--- src/rtl/tcdm_burst_rsp_ungrouper.sv ---
// Expands grouped TCDM burst responses arriving on lane 0 back into per-lane responses.
// Ungrouped responses pass straight through; a one-entry buffer absorbs downstream stalls.
package tcdm_burst_rsp_ungrouper_pkg;
  typedef logic [31:0] default_rdata_t;
  typedef struct packed {
    logic                valid;
    default_rdata_t [0:0] data;
  } default_gdata_t;
  typedef struct packed {
    logic           wen;
    default_rdata_t rdata;
    default_gdata_t gdata;
  } default_rsp_payload_t;
endpackage

module tcdm_burst_rsp_ungrouper #(
  parameter int unsigned RspGF = 2,
  parameter type addr_t = logic,
  parameter type rsp_payload_t = tcdm_burst_rsp_ungrouper_pkg::default_rsp_payload_t
) (
  input  logic         clk_i,
  input  logic         rst_ni,
  input  rsp_payload_t rsp_payload_i [RspGF],
  input  addr_t        rsp_addr_i    [RspGF],
  input  logic [RspGF-1:0] rsp_wide_i,
  input  logic [RspGF-1:0] rsp_valid_i,
  output logic [RspGF-1:0] rsp_ready_o,
  output rsp_payload_t rsp_payload_o [RspGF],
  output addr_t        rsp_addr_o    [RspGF],
  output logic [RspGF-1:0] rsp_wide_o,
  output logic [RspGF-1:0] rsp_valid_o,
  input  logic [RspGF-1:0] rsp_ready_i,
  output logic         busy_o
);

  if (RspGF < 2 || (RspGF & (RspGF - 1)) != 0) begin : g_bad_gf
    $error("tcdm_burst_rsp_ungrouper: RspGF must be a power of two >= 2");
  end

  rsp_payload_t     buf_payload [RspGF];
  addr_t            buf_addr;
  logic             buf_wide;
  logic [RspGF-1:0] pending;
  logic [RspGF-1:0] pending_d;
  rsp_payload_t     cap_payload [RspGF];
  logic             empty;
  logic             grp;
  logic             cap_ok;
  logic             capture;

  assign empty   = (pending == '0);
  assign busy_o  = ~empty;
  assign grp     = rsp_valid_i[0] & rsp_payload_i[0].gdata.valid;
  // A grouped response may overwrite the buffer only if every still-pending lane leaves this edge.
  assign cap_ok  = empty | ((pending & ~rsp_ready_i) == '0);
  assign capture = grp & cap_ok;

  always_comb begin
    cap_payload[0]       = rsp_payload_i[0];
    cap_payload[0].gdata = '0;
  end

  for (genvar g = 1; g < RspGF; g++) begin : g_split
    always_comb begin
      cap_payload[g]       = rsp_payload_i[0];
      cap_payload[g].rdata = rsp_payload_i[0].gdata.data[g-1];
      cap_payload[g].gdata = '0;
    end
  end

  always_comb begin
    pending_d = pending & ~rsp_ready_i;
    if (capture) begin
      pending_d = '1;
    end
  end

  always_ff @(posedge clk_i or negedge rst_ni) begin
    if (!rst_ni) begin
      pending     <= '0;
      buf_payload <= '{default: '0};
      buf_addr    <= '0;
      buf_wide    <= 1'b0;
    end else begin
      pending <= pending_d;
      if (capture) begin
        buf_payload <= cap_payload;
        buf_addr    <= rsp_addr_i[0];
        buf_wide    <= rsp_wide_i[0];
      end
    end
  end

  // Handshake: a lane transfers on a cycle where valid and ready are both high; a valid
  // lane holds its payload stable until accepted, and ready never depends on a lane's own
  // valid except lane 0, whose ready reflects whether a grouped capture can happen.
  always_comb begin
    rsp_valid_o   = '0;
    rsp_ready_o   = '0;
    rsp_payload_o = rsp_payload_i;
    rsp_addr_o    = rsp_addr_i;
    rsp_wide_o    = rsp_wide_i;
    if (!empty) begin
      rsp_valid_o    = pending;
      rsp_ready_o[0] = capture;
      rsp_wide_o     = {RspGF{buf_wide}};
      for (int i = 0; i < RspGF; i++) begin
        rsp_payload_o[i] = buf_payload[i];
        rsp_addr_o[i]    = buf_addr;
      end
    end else if (grp) begin
      rsp_ready_o[0] = 1'b1;
    end else begin
      rsp_valid_o = rsp_valid_i;
      rsp_ready_o = rsp_ready_i;
    end
  end

endmodule

--- config.mk ---
export PLATFORM = sky130hd
export DESIGN_NAME = tcdm_burst_rsp_ungrouper
export DESIGN_NICKNAME = d
export VERILOG_FILES = /design/src/rtl/tcdm_burst_rsp_ungrouper.sv
export SDC_FILE = /design/constraint.sdc
export NUM_CORES = 1
export LEC_CHECK = 0
export BUFFER_PORTS_ARGS = -buffer_cell sky130_fd_sc_hd__buf_2
export CORE_AREA = 5 5 107 109
export DETAILED_ROUTE_END_ITERATION = 8
export DIE_AREA = 0 0 112 114
export GPL_ROUTABILITY_DRIVEN = 0
export PLACE_DENSITY_LB_ADDON = 0.25
export REMOVE_ABC_BUFFERS = 1
export SLEW_MARGIN = 20
export SYNTH_ARGS = -nofsm -noshare
export SYNTH_HDL_FRONTEND = slang
export SYNTH_SLANG_ARGS = --single-unit
--- constraint.sdc ---
create_clock -name clk_i -period 2.7 [get_ports clk_i]
set_clock_uncertainty 0.05 [all_clocks]
set_input_delay 0.135 -clock clk_i [delete_from_list [all_inputs] [get_ports clk_i]]
set_output_delay 0.135 -clock clk_i [all_outputs]
set_load 0.05 [all_outputs]
==> summary.md <==
| Metric | Value |
|---|---|
| Layout cell share with drive strength beyond 1 | `0.473` |
| R2R depth | `4` |
| Syn Area/Cell | `just under 9 um^2` |
| Yosys Warn Count | `0` |
| GRT overflow | `0` |
| Initial Utilization | `0.388` |
| Std-Cell Rows | `38` |
| Worst Path Required | `approximately 2500 ps` |
| I/O pin count | `283` |
| Vias/cell | `4.57` |
| GR Layer Usage met1 | `0.221` |
| Post-DP HPWL | `9.84 mm` |
| Fin crit share | `0.810` |
| Fmax | `457 MHz` |
| Ys async rst share | `1.00` |
| Largest net degree at the start of global routing | `between 80 and 90` |
| Setup violations, final | `0` |
| Combinational share of power | `0.532` |
| GR Util All Layers | `0.208` |
| RSZ-0062 raised after global routing | `false` |
| TritonRoute pass-1 iters | `4` |
| FF-to-FF Start | `pending[1]` |
| Worst setup path endpoint | `rsp_payload_o[8]` |
| Htree depth | `3` |
| Setup TNS | `0 ps` |
| Placed Cells | `around 860` |
| NumNets Final | `between 900 and 1000` |
| Area leader, netlist | `dfrtp_1` |
| First-pass GRT wire length | `approximately 22 mm` |
| Worst Hold Class | `in -> reg` |
| Least-Margin Pin Slew | `~880 ps` |
| P&R area growth vs syn | `56.9%` |
| Top_reg_cell synth | `dfrtp_1` |
| Netlist cell types | `19` |
| Port Buffers | `roughly 280` |
| Final wirelength | `between 10 and 15 mm` |
| PD cells | `~760 nW/um^2` |
| CP endpoint kind | `output port` |
| Yosys top cell area share | `0.423` |
| Reg2reg setup slack | `870 ps` |
| Final Hold Viols | `0` |
| Hold slack | `roughly 25 ps` |
| Startpoint Class | `flip-flop` |
| Routed len/inst | `14.6 um` |
| Most Used Layer, Global Route | `met2` |
| Root buffer cell | `clkbuf_8` |
| Met3 GRT Util | `0.0599` |
| Post-synthesis cell area | `4080 um^2` |
| Mapped Cells | `roughly 460` |
| Crit path kind | `reg -> out` |
| CTS Buf Count | `9` |
| Die height | `114 um` |
| Run status | `complete, no violations` |
| Sequential Power Share | `0.284` |
| Antenna Nets Post-Route | `0` |
| Seq/Total Area, Yosys | `0.423` |
| Setup repair bufs after CTS | `0` |
| Max Root-Sink Buffers | `2` |
| Worst vdd ir | `0.443 mV` |
| EDFF count, synth | `0` |
| Internal power | `about 2.6 mW` |
| RR Endpoint | `buf_payload[39]` |
| Die ar. | `around 13000 um^2` |
| Initial antenna violation count | `1` |
| Max-cap violations | `0` |
| Clock transition at path regs | `70 ps` |
| DR iter-0 viols | `between 100 and 150` |
| CTS tree | `built` |
| Later-pin clock latency in the skew report | `approximately 330 ps` |
| Vias post-DR | `4265` |
| Top-count cell post-synth | `nand2_1` |
| Clock share of power | `0.184` |
| CP Launch Point | `pending[1]` |
| Net Sw Frac | `0.473` |
| Number of synthesized register bits | `69` |
| Psw | `2.31 mW` |
| Post-CTS sizing | `0` |
| Peak fanout along the critical path | `between 80 and 90` |
| Final Max Slew Viols | `0` |
| GRT met2 Usage | `0.388` |
| Total Power | `a little under 5 mW` |
| Top cells by count, synth | `212 x nand2_1, 69 x dfrtp_1, 66 x and2_1` |
| Area contributors post-synth | `dfrtp_1 42%, nand2_1 20%, mux2_4 14%, and2_1 10%, mux2_2 8.0%` |
| Post-route DRC | `0` |
| Vias in the first global route | `4404` |
| Final Non-Filler Cells | `933` |
| Clock Sinks | `69` |
| Die Wd | `112 um` |
| Post-route minimum period | `between 2000 and 2500 ps` |
| Slew margin rel. | `0.413` |
| Crit path DAT | `approximately 2000 ps` |
| Core area | `about 11000 um^2` |
| LEAKAGE | `between 3 and 4 nW` |
[per-layer routing]
layer	up-vias	routed length, um	share of wire
met5	-	0	0
met4	0	481	0.035
met3	31	975	0.071
met2	171	7300	0.53
met1	1974	4910	0.36
li1	2089	-	-
[state kept, by name (all words and copies together), names as in the netlist]
register     count
pending          2
buf_wide         1
buf_addr         1
buf_payload     65
[layout by cell type, fill, tap and decap left out]
master,n
buf_2,281
nand2_1,212
dfrtp_1,69
and2_1,66
dlygate4sd3_1,61
mux2_4,38
mux2_2,29
clkbuf_8,9
buf_4,6
clkinv_2,3
nand2b_2,2
bufinv_16,2
clkbuf_1,2
diode_2,1
nor2_4,1
inv_2,1
inv_1,1
nor2_1,1
nand3_1,1
nand4_4,1
and3_1,1
a31o_2,1
a21oi_1,1
o21ai_0,1
and3b_1,1
buf_12,1
[stage by stage]
step / instance area (um^2) / utilization / setup slack, ps
final: 6400 / 0.609 / 513
after global placement: 5580 / 0.531 / 931
after global routing: 6400 / 0.609 / 340
after CTS: 6360 / 0.605 / 486
after floorplan: 3920 / - / -4610
after detailed placement: 5580 / 0.531 / 881
[kinds of logic after synthesis]
kind of cell,Yosys count,share of synthesized area
flops,69,0.423
simple gates,286,0.311
buf+inv,31,0.0414
compound gates,3,0.00460
mux,67,0.220
[timing repair]
| action | in CTS | in global routing |
|---|---|---|
| setup endpoints to repair | 0 | 0 |
| hold buffers | 57 | 4 |
| endpoints found under the hold margin | 125 | 4 |
[critical path: stages, from the launching register on]
cell	delay, ps
dfrtp_1	460
nor2_4	160
buf_4	510
and2_1	230
buf_2	270
[how the worst min path moves through the flow]
stage	from	to	slack [ps]	cells after the start
finish	rsp_payload_i[128]	buf_payload[128]	30	2
global route	rsp_payload_i[128]	buf_payload[128]	1	2
detailed placement	rst_ni	buf_payload[127]	270	1
CTS	rsp_payload_i[87]	buf_payload[54]	1	2
global placement	rst_ni	buf_payload[34]	260	1
floorplan	rst_ni	buf_addr	-210	0
[area by class of cell]
type,count,area [um^2]
clock buffer,11,131
multi-input combinational,356,2200
sequential,69,1730
clock inverter,5,75.1
antenna,1,2.50
tap,140,175
timing repair buffer,349,2080
fill,929,4110
inverter,2,7.51
[power by group through the flow]
stage | clock [mW] | combinational (mW) | sequential [mW]
6_report | 0.894 | 2.59 | 1.38
3_3_place_gp | 0 | 2.51 | 1.39
3_5_place_dp | 0 | 2.54 | 1.40
4_1_cts | 0.931 | 2.61 | 1.38
2_1_floorplan | 0 | 1.98 | 1.36
5_1_grt | 0.970 | 2.75 | 1.41
No activity file was read; power rests on OpenSTA's default activity.
